==> config.mk <==
export PLATFORM = sky130hd
export DESIGN_NAME = range_info_loader
export DESIGN_NICKNAME = d
export VERILOG_FILES = /design/src/rtl/range_info_loader.sv
export SDC_FILE = /design/constraint.sdc
export NUM_CORES = 1
export LEC_CHECK = 0
export BUFFER_PORTS_ARGS = -buffer_cell sky130_fd_sc_hd__buf_2
export CAP_MARGIN = 10
export CORE_UTILIZATION = 55
export CTS_CLUSTER_SIZE = 40
export DETAILED_ROUTE_END_ITERATION = 10
export PLACE_DENSITY_LB_ADDON = 0.2
export SLEW_MARGIN = 5
export SYNTH_ARGS = -nofsm -noshare
export SYNTH_HDL_FRONTEND = slang
export SYNTH_SLANG_ARGS = --single-unit
export TNS_END_PERCENT = 30
==> constraint.sdc <==
create_clock -name CLK -period 7.3 [get_ports CLK]
set_clock_uncertainty 0.15 [all_clocks]
set_input_delay 0.73 -clock CLK [delete_from_list [all_inputs] [get_ports CLK]]
set_output_delay 0.73 -clock CLK [all_outputs]
set_load 0.005 [all_outputs]
==> src/rtl/range_info_loader.sv <==
// range_info_loader
//   Parses a byte stream (one byte per range, range 0 first) into packed
//   range_info records. Each record is checked for consistency and good
//   records are presented through a one-deep output register with a
//   valid/take handshake. Bad records are dropped and raise a sticky error.
//
// Ports
//   CLK              : clock
//   reset            : asynchronous, active-high reset
//   in_data[7:0]     : range byte, bit 7 = active, bits 6:0 = position
//   in_valid         : in_data is valid
//   in_ready         : loader accepts a byte this cycle
//   range_info       : packed record, range i in field i, field MSB = active
//   range_info_valid : output register holds a record
//   range_info_rd_en : consumer takes the held record
//   range_count      : number of active ranges in the held record
//   err              : sticky record-format error
module range_info_loader #(
  parameter int WORD_MAX_LEN   = 32,
  parameter int RANGES_MAX     = 4,
  parameter int RANGE_INFO_MSB = $clog2(WORD_MAX_LEN)
) (
  input  logic                                      CLK,
  input  logic                                      reset,
  input  logic [7:0]                                in_data,
  input  logic                                      in_valid,
  output logic                                      in_ready,
  output logic [RANGES_MAX*(RANGE_INFO_MSB+1)-1:0]  range_info,
  output logic                                      range_info_valid,
  input  logic                                      range_info_rd_en,
  output logic [$clog2(RANGES_MAX+1)-1:0]           range_count,
  output logic                                      err
);

  localparam int PW = RANGE_INFO_MSB;
  localparam int FW = RANGE_INFO_MSB + 1;
  localparam int RW = RANGES_MAX * FW;
  localparam int CW = $clog2(RANGES_MAX + 1);
  localparam int IW = (RANGES_MAX > 1) ? $clog2(RANGES_MAX) : 1;

  typedef enum logic {LOAD = 1'b0, HOLD = 1'b1} state_t;

  state_t          state_reg, state_next;
  logic [IW-1:0]   idx_reg;
  logic [RW-1:0]   asm_info_reg;
  logic [CW-1:0]   count_reg;
  logic [PW-1:0]   prev_pos_reg;
  logic            seen_inactive_reg;
  logic            bad_reg;

  logic            accept;
  logic            active;
  logic [PW-1:0]   pos;
  logic [FW-1:0]   slot_val;
  logic            byte_bad;
  logic            last;
  logic            rec_done;
  logic            rec_bad;
  logic            rec_good;
  logic            slot_free;
  logic            transfer;
  logic [RW-1:0]   rec_info;
  logic [CW-1:0]   rec_count;
  logic [RW-1:0]   xfer_info;
  logic [CW-1:0]   xfer_count;

  // ---------------- byte decode and checks ----------------
  assign accept   = in_valid && in_ready;
  assign active   = in_data[7];
  assign pos      = in_data[PW-1:0];
  assign slot_val = active ? {1'b1, pos} : '0;

  // count_reg != 0 means an earlier active range exists to compare against.
  assign byte_bad = active &&
                    (({25'd0, in_data[6:0]} >= 32'(WORD_MAX_LEN)) ||
                     seen_inactive_reg ||
                     ((count_reg != '0) && (pos <= prev_pos_reg)));

  assign last      = (idx_reg == IW'(RANGES_MAX - 1));
  assign rec_done  = accept && last;
  assign rec_bad   = bad_reg || byte_bad;
  assign rec_good  = rec_done && !rec_bad;
  assign rec_count = count_reg + CW'(active);
  assign slot_free = !range_info_valid || range_info_rd_en;

  // Assembly buffer with the current byte's slot substituted in; on the
  // last byte this is the complete record.
  genvar gi;
  generate
    for (gi = 0; gi < RANGES_MAX; gi++) begin : g_slot
      assign rec_info[gi*FW +: FW] = (idx_reg == IW'(gi)) ? slot_val
                                                          : asm_info_reg[gi*FW +: FW];
    end
  endgenerate

  // A held record (HOLD) lives entirely in the assembly registers.
  assign transfer   = ((state_reg == LOAD) && rec_good && slot_free) ||
                      ((state_reg == HOLD) && slot_free);
  assign xfer_info  = (state_reg == HOLD) ? asm_info_reg : rec_info;
  assign xfer_count = (state_reg == HOLD) ? count_reg    : rec_count;

  // ---------------- FSM: state register ----------------
  always_ff @(posedge CLK or posedge reset) begin
    if (reset) state_reg <= LOAD;
    else       state_reg <= state_next;
  end

  // ---------------- FSM: next state ----------------
  always_comb begin
    state_next = state_reg;
    case (state_reg)
      LOAD:    if (rec_good && !slot_free) state_next = HOLD;
      HOLD:    if (slot_free)              state_next = LOAD;
      default: state_next = LOAD;
    endcase
  end

  // ---------------- FSM: outputs ----------------
  always_comb begin
    in_ready = (state_reg == LOAD);
  end

  // ---------------- record assembly ----------------
  always_ff @(posedge CLK or posedge reset) begin
    if (reset) begin
      idx_reg           <= '0;
      asm_info_reg      <= '0;
      count_reg         <= '0;
      prev_pos_reg      <= '0;
      seen_inactive_reg <= 1'b0;
      bad_reg           <= 1'b0;
    end else if (accept) begin
      asm_info_reg <= rec_info;
      if (last) begin
        idx_reg           <= '0;
        prev_pos_reg      <= '0;
        seen_inactive_reg <= 1'b0;
        bad_reg           <= 1'b0;
        // Keep the count only if the finished record must wait in HOLD.
        count_reg         <= (rec_good && !slot_free) ? rec_count : '0;
      end else begin
        idx_reg           <= idx_reg + IW'(1);
        bad_reg           <= rec_bad;
        seen_inactive_reg <= seen_inactive_reg || !active;
        count_reg         <= rec_count;
        if (active) prev_pos_reg <= pos;
      end
    end else if ((state_reg == HOLD) && transfer) begin
      count_reg <= '0;
    end
  end

  // ---------------- output register ----------------
  always_ff @(posedge CLK or posedge reset) begin
    if (reset) begin
      range_info       <= '0;
      range_count      <= '0;
      range_info_valid <= 1'b0;
      err              <= 1'b0;
    end else begin
      if (transfer) begin
        range_info       <= xfer_info;
        range_count      <= xfer_count;
        range_info_valid <= 1'b1;
      end else if (range_info_rd_en) begin
        range_info_valid <= 1'b0;
      end
      if (rec_done && rec_bad) err <= 1'b1;
    end
  end

endmodule

-- Word-level counts from Yosys, hierarchy flattened
Index checks and enable logic that the tools add are counted.
- register bits: 66
- bits of input ports: 12
- logic and storage cells: 67
- output and inout port bits: 30
- reductions and logical operators: 27
- bitwise operators: 1
- eq/ne operators: 3
- multiplexer cells: 21
- order comparisons: 2
- add/sub/neg operators: 2
- operators by type and width (cell ; count):
    2-to-1 mux 6 bit ; 5
    2-to-1 mux 24 bit ; 1
    2-to-1 mux 3 bit ; 5
    logical AND 1 bit ; 11
    2-to-1 mux 5 bit ; 2
    greater-or-equal comparator 7 x 6 -> 1 bit, second input constant ; 1
    logical OR 1 bit ; 6
    2-to-1 mux 1 bit ; 6
    nonzero test 2 bit ; 3
    <= comparator 5 bit ; 1
    == test 2 bit, second input constant ; 2
    logical NOT 1 bit ; 4
    adder 3 x 1 -> 3 bit ; 1
    nonzero test 3 bit ; 1
    adder 2 x 1 -> 2 bit, second input constant ; 1
    == test 2 x 1 -> 1 bit, second input constant ; 1
    logical NOT 2 bit ; 1
    2-to-1 mux 2 bit ; 1
    one-hot mux 1 bit (2 select lines) ; 1
    AND reduction 2 bit ; 1
    inverter 1 bit ; 1

-- Logic depth before layout (Yosys ltp)
- depth after elaboration: 13
- depth in mapped cells: 8
- mapped depth without buffers: 7

-- Worst setup path before layout
Ideal clock, no wire load.
- path kind: input to register
- start: input in_data[4]
- end: register range_info[0]
- stages on the path: 7
- setup slack: 4415 ps
- data arrival time: 2609 ps
- path buffers: 1
- required time: 7025 ps
- library setup time: 125 ps
- path through: ha_1 > and3_1 > and3_1 > a2111o_1 > a31oi_4 > buf_6 > mux2_4
- word-level cells in the longest chain between the ends: 10
- elaborated cells on any way between the ends: 12
- classes of those cells: 2 x order compare; 10 x reduce/logical
- ends and longest elaborated chain (item ; line ; RTL):
    start: declaration ; 25 ; input logic [7:0] in_data,
    greater-or-equal comparator 7 x 6 -> 1 bit or <= comparator 5 bit (tied branches) ; 75, 77 ;
    logical OR 1 bit or logical AND 1 bit (tied branches) ; 75, 77 ;
    logical OR 1 bit (*) ; 76 ; seen_inactive_reg ||
    logical AND 1 bit (*) ; 74 ; assign byte_bad = active &&
    logical OR 1 bit (*) ; 81 ; assign rec_bad = bad_reg || byte_bad;
    logical NOT 1 bit (*) ; 82 ; assign rec_good = rec_done && !rec_bad;
    logical AND 1 bit (*) ; 82 ;
    logical AND 1 bit (*) (2 in series) ; 97 ; assign transfer = ((state_reg == LOAD) && rec_good && slot_free) ||
    logical OR 1 bit (*) ; 97 ;
    end signal: assignment ; 162 ; range_info <= xfer_info;
    end: declaration ; 28 ; output logic [RANGES_MAX*(RANGE_INFO_MSB+1)-1:0] range_info,
Mark *: on every way between the ends. The rest lies on a longest branch, timed or not.
A chain may end at the register's enable or synchronous reset.

-- Final worst setup path
- start: input in_valid
- end: register range_info[13]
- word-level cells in the longest chain between the ends: 6
- ends and longest elaborated chain (item ; line ; RTL):
    start: declaration ; 26 ; input logic in_valid,
    logical AND 1 bit ; 68 ; assign accept = in_valid && in_ready;
    logical AND 1 bit ; 80 ; assign rec_done = accept && last;
    logical AND 1 bit ; 82 ;
    logical AND 1 bit (2 in series) ; 97 ;
    logical OR 1 bit ; 97 ;
Every way passes these cells.

==> results_tabular.tex <==
\begin{tabular}{lr}
\hline
Metric & Value \\
\hline
\multicolumn{2}{l}{\textbf{Cells and area}} \\
Share of post-route cells with drive strength above 1 & 23.1\% \\
Area overhead of the layout relative to synthesis & 15.0\% \\
Nets & 369 \\
Most frequent cells in the layout & 66 x sky130\_fd\_sc\_hd\_\_nand2\_1, 66 x sky130\_fd\_sc\_hd\_\_dfrtp\_1, 50 x sky130\_fd\_sc\_hd\_\_o21ai\_0, 41 x sky130\_fd\_sc\_hd\_\_buf\_2, 15 x sky130\_fd\_sc\_hd\_\_inv\_1 \\
Antenna cell count & 0 \\
Fill cell instance count of the final layout & $\sim$440 \\
\multicolumn{2}{l}{\textbf{Clock network}} \\
Clock insertion delay at the later pin of the skew report & $\sim$0.35 ns \\
Buffers from clock root to sink, at most & 2 \\
Hold buffer count at CTS & 0 \\
Clock tree from TritonCTS & yes \\
Post-CTS Resized & 0 \\
Number of CTS-inserted buffers & 9 \\
Clock root buffer master & sky130\_fd\_sc\_hd\_\_clkbuf\_8 \\
Maximum level of the CTS H-tree & 3 \\
Clock transition at the registers of the reported paths & roughly 0.070 ns \\
Sink Count & 66 \\
Number of setup buffers added after CTS & 0 \\
\multicolumn{2}{l}{\textbf{Critical path}} \\
Data required time at the worst endpoint & approximately 7.4 ns \\
R2R cell count & 5 \\
Crit-path max FO & 26 \\
Arrival time worst endpoint & between 3 and 4 ns \\
Kind of end point of the critical path & flip-flop \\
Critical path origin & in\_valid \\
Startpoint of the lowest-slack register-to-register path & state\_reg \\
Crit Path Class & in -> reg \\
Endpoint of the most critical register-to-register path & range\_info[13] \\
Minimum setup slack among reg-to-reg paths & $\sim$3.8 ns \\
Capture point of the critical path & range\_info[13] \\
Setup crit start kind & primary input \\
\multicolumn{2}{l}{\textbf{Power and ir drop}} \\
Leak & 1.71 nW \\
Total chip power & 0.00143 W \\
Worst supply voltage drop on vdd & 0.000209 V \\
PD cells & 398 nW/um2 \\
\multicolumn{2}{l}{\textbf{Synthesis}} \\
Sequential share of the synthesized area & 52.7\% \\
Cell area after synthesis & 3140 um2 \\
Number of flip-flops and latches in the synthesized netlist & 66 \\
Count of yosys warnings during synthesis & 0 \\
Post-synth EDFFs & 0 \\
Fraction of registers with async set or reset after synthesis & 100\% \\
Synthesized Nets & $\sim$330 \\
Distinct cell type count of the synthesized netlist & 35 \\
Synthesized area per cell & 10.1 um2 \\
Main synth FF type & sky130\_fd\_sc\_hd\_\_dfrtp\_1 \\
Gate count after technology mapping & just over 300 \\
\multicolumn{2}{l}{\textbf{Detailed routing}} \\
DR iter-0 viols & 162 \\
Post-DR wirelength/cell & roughly 15 um \\
Total number of vias & 2,330 \\
Total length of routed wires & 6.33 mm \\
DRC viols & 0 \\
Number of vias per cell & 5.51 \\
Count of nets left with antenna violations after detail routing & 0 \\
DR pass1 iterations & 4 \\
\multicolumn{2}{l}{\textbf{Outcome}} \\
Status & finished, final reports clean \\
\multicolumn{2}{l}{\textbf{Worst hold path}} \\
Type of the tightest min-delay check & reg -> reg \\
\multicolumn{2}{l}{\textbf{GRT}} \\
Gr ovfl total & 0 \\
Vias in the first global route & around 2,200 \\
Antenna violations before repair & 0 \\
GR Util All Layers & a little under a quarter \\
Wire length of the first global-routing pass & 10.7 mm \\
Maximum number of pins on one net before global-route repair & 67 \\
\multicolumn{2}{l}{\textbf{STA}} \\
Final sum of negative setup slack & 0 ns \\
Endpoints failing hold & 0 \\
Number of slew-limit violations in the final report & 0 \\
Worst hold slack & 0.305 ns \\
Minimum clock period & between 3 and 4 ns \\
Setup repair after global routing missed its margin & no \\
Maximum operating frequency & 281 MHz \\
Post-route clock period utilization & 48.7\% \\
Transition at the pin with the smallest max-transition slack & 1.03 ns \\
Rel. slew slack & 31.3\% \\
Count of final setup violators & 0 \\
\multicolumn{2}{l}{\textbf{Run}} \\
Max-cap violations & 0 \\
\multicolumn{2}{l}{\textbf{Die}} \\
Die outline width & 77.5 um \\
Starting utilization of the core area & approximately 57\% \\
Chip Height & 77.5 um \\
Overall die area & approximately 6000 um2 \\
Standard-cell rows & 27 \\
Count of boundary I/O pins & 42 \\
Floorplan Core Area & 5510 um2 \\
\multicolumn{2}{l}{\textbf{Placement}} \\
IO Port Bufs & 41 \\
Weighted congestion reported at the end of routability-driven placement & approximately 0.84 \\
Placed wire-length estimate & 4.18 mm \\
\hline
\end{tabular}
metrics by stage:
step	setup slack [ns]	area, um2	cells	util (%)
6_report	3.74	3610	423	65.5
5_1_grt	3.54	3610	423	65.5
4_1_cts	3.74	3610	423	65.5
3_5_place_dp	3.36	3350	407	60.9
3_3_place_gp	3.53	3350	407	60.9
2_1_floorplan	4.42	3140	309	-
logic make-up (layout without fill, tap and decap cells):
family | count (synthesis) | in the layout | share of synthesized area, %
and+or+nand+nor | 96 | 96 | 13.1
adders and majority gates | 11 | 11 | 4.39
AOI/OAI and AO/OA | 84 | 84 | 16.5
DFF | 66 | 66 | 52.7
buffers and inverters | 32 | 74 | 4.59
muxes | 20 | 20 | 8.74
cells in the mapped netlist, drive strengths merged, types with 2 or more instances:
cell type / count / area, um2
dfrtp: 66 / 1650
nand2: 66 / 248
o21ai: 50 / 250
mux2: 20 / 274
inv: 16 / 60.1
clkbuf: 13 / 48.8
ha: 11 / 138
a21oi: 10 / 50.1
nor2: 10 / 37.5
o221ai: 6 / 52.6
nor2b: 5 / 31.3
o22ai: 5 / 37.5
and3: 3 / 18.8
buf: 3 / 35.0
nand3: 3 / 15.0
or3: 3 / 18.8
a21o: 2 / 15.0
a32oi: 2 / 17.5
nand4: 2 / 12.5
o2111ai: 2 / 17.5
o221a: 2 / 22.5
report_power, final:
group / leakage, nW / total [W] / switching (W) / internal, W
sequential: 0.834 / 0.000615 / 0.0000900 / 0.000525
combinational: 0.761 / 0.000439 / 0.000223 / 0.000216
clock: 0.119 / 0.000380 / 0.000144 / 0.000237
total: 1.71 / 0.00143 / 0.000457 / 0.000977
worst max-delay path: stages:
cell                       delay [ns]
sky130_fd_sc_hd__buf_2           0.09
sky130_fd_sc_hd__nor2b_1         0.66
sky130_fd_sc_hd__nand2_1         0.42
sky130_fd_sc_hd__a2111o_1        0.44
sky130_fd_sc_hd__a31oi_4         0.85
sky130_fd_sc_hd__mux2_2          0.42
final cells by class:
class	instances	area [um2]	share of cell area, %
sequential	66	1650	45.8
multi-input combinational	211	1340	37.2
clock buffer	10	138	3.82
inverter	16	60.1	1.67
tap	72	90.1	2.50
timing repair buffer	42	213	5.90
clock inverter	6	114	3.16
how the worst min path moves through the flow:
stage	slack (ns)	cells past startpoint	from	end
after floorplan	0.29	2	asm_info_reg[23]	asm_info_reg[23]
after global placement	0.29	1	err	err
after detailed placement	0.29	1	err	err
after CTS	0.31	1	err	err
after global routing	0.32	1	err	err
final	0.30	1	err	err
layer usage:
| layer | track usage (%) | routed length [um] | vias to the layer above | share of wire (%) |
|---|---|---|---|---|
| li1 | - | - | 1149 | - |
| met1 | 33.5 | 3030 | 1114 | 48 |
| met2 | 34.8 | 2930 | 56 | 46 |
| met3 | 4.12 | 278 | 11 | 4.4 |
| met4 | 13.0 | 96 | 0 | 1.5 |
| met5 | 0 | 0 | - | 0 |
Power figures use the tool's default switching activity.
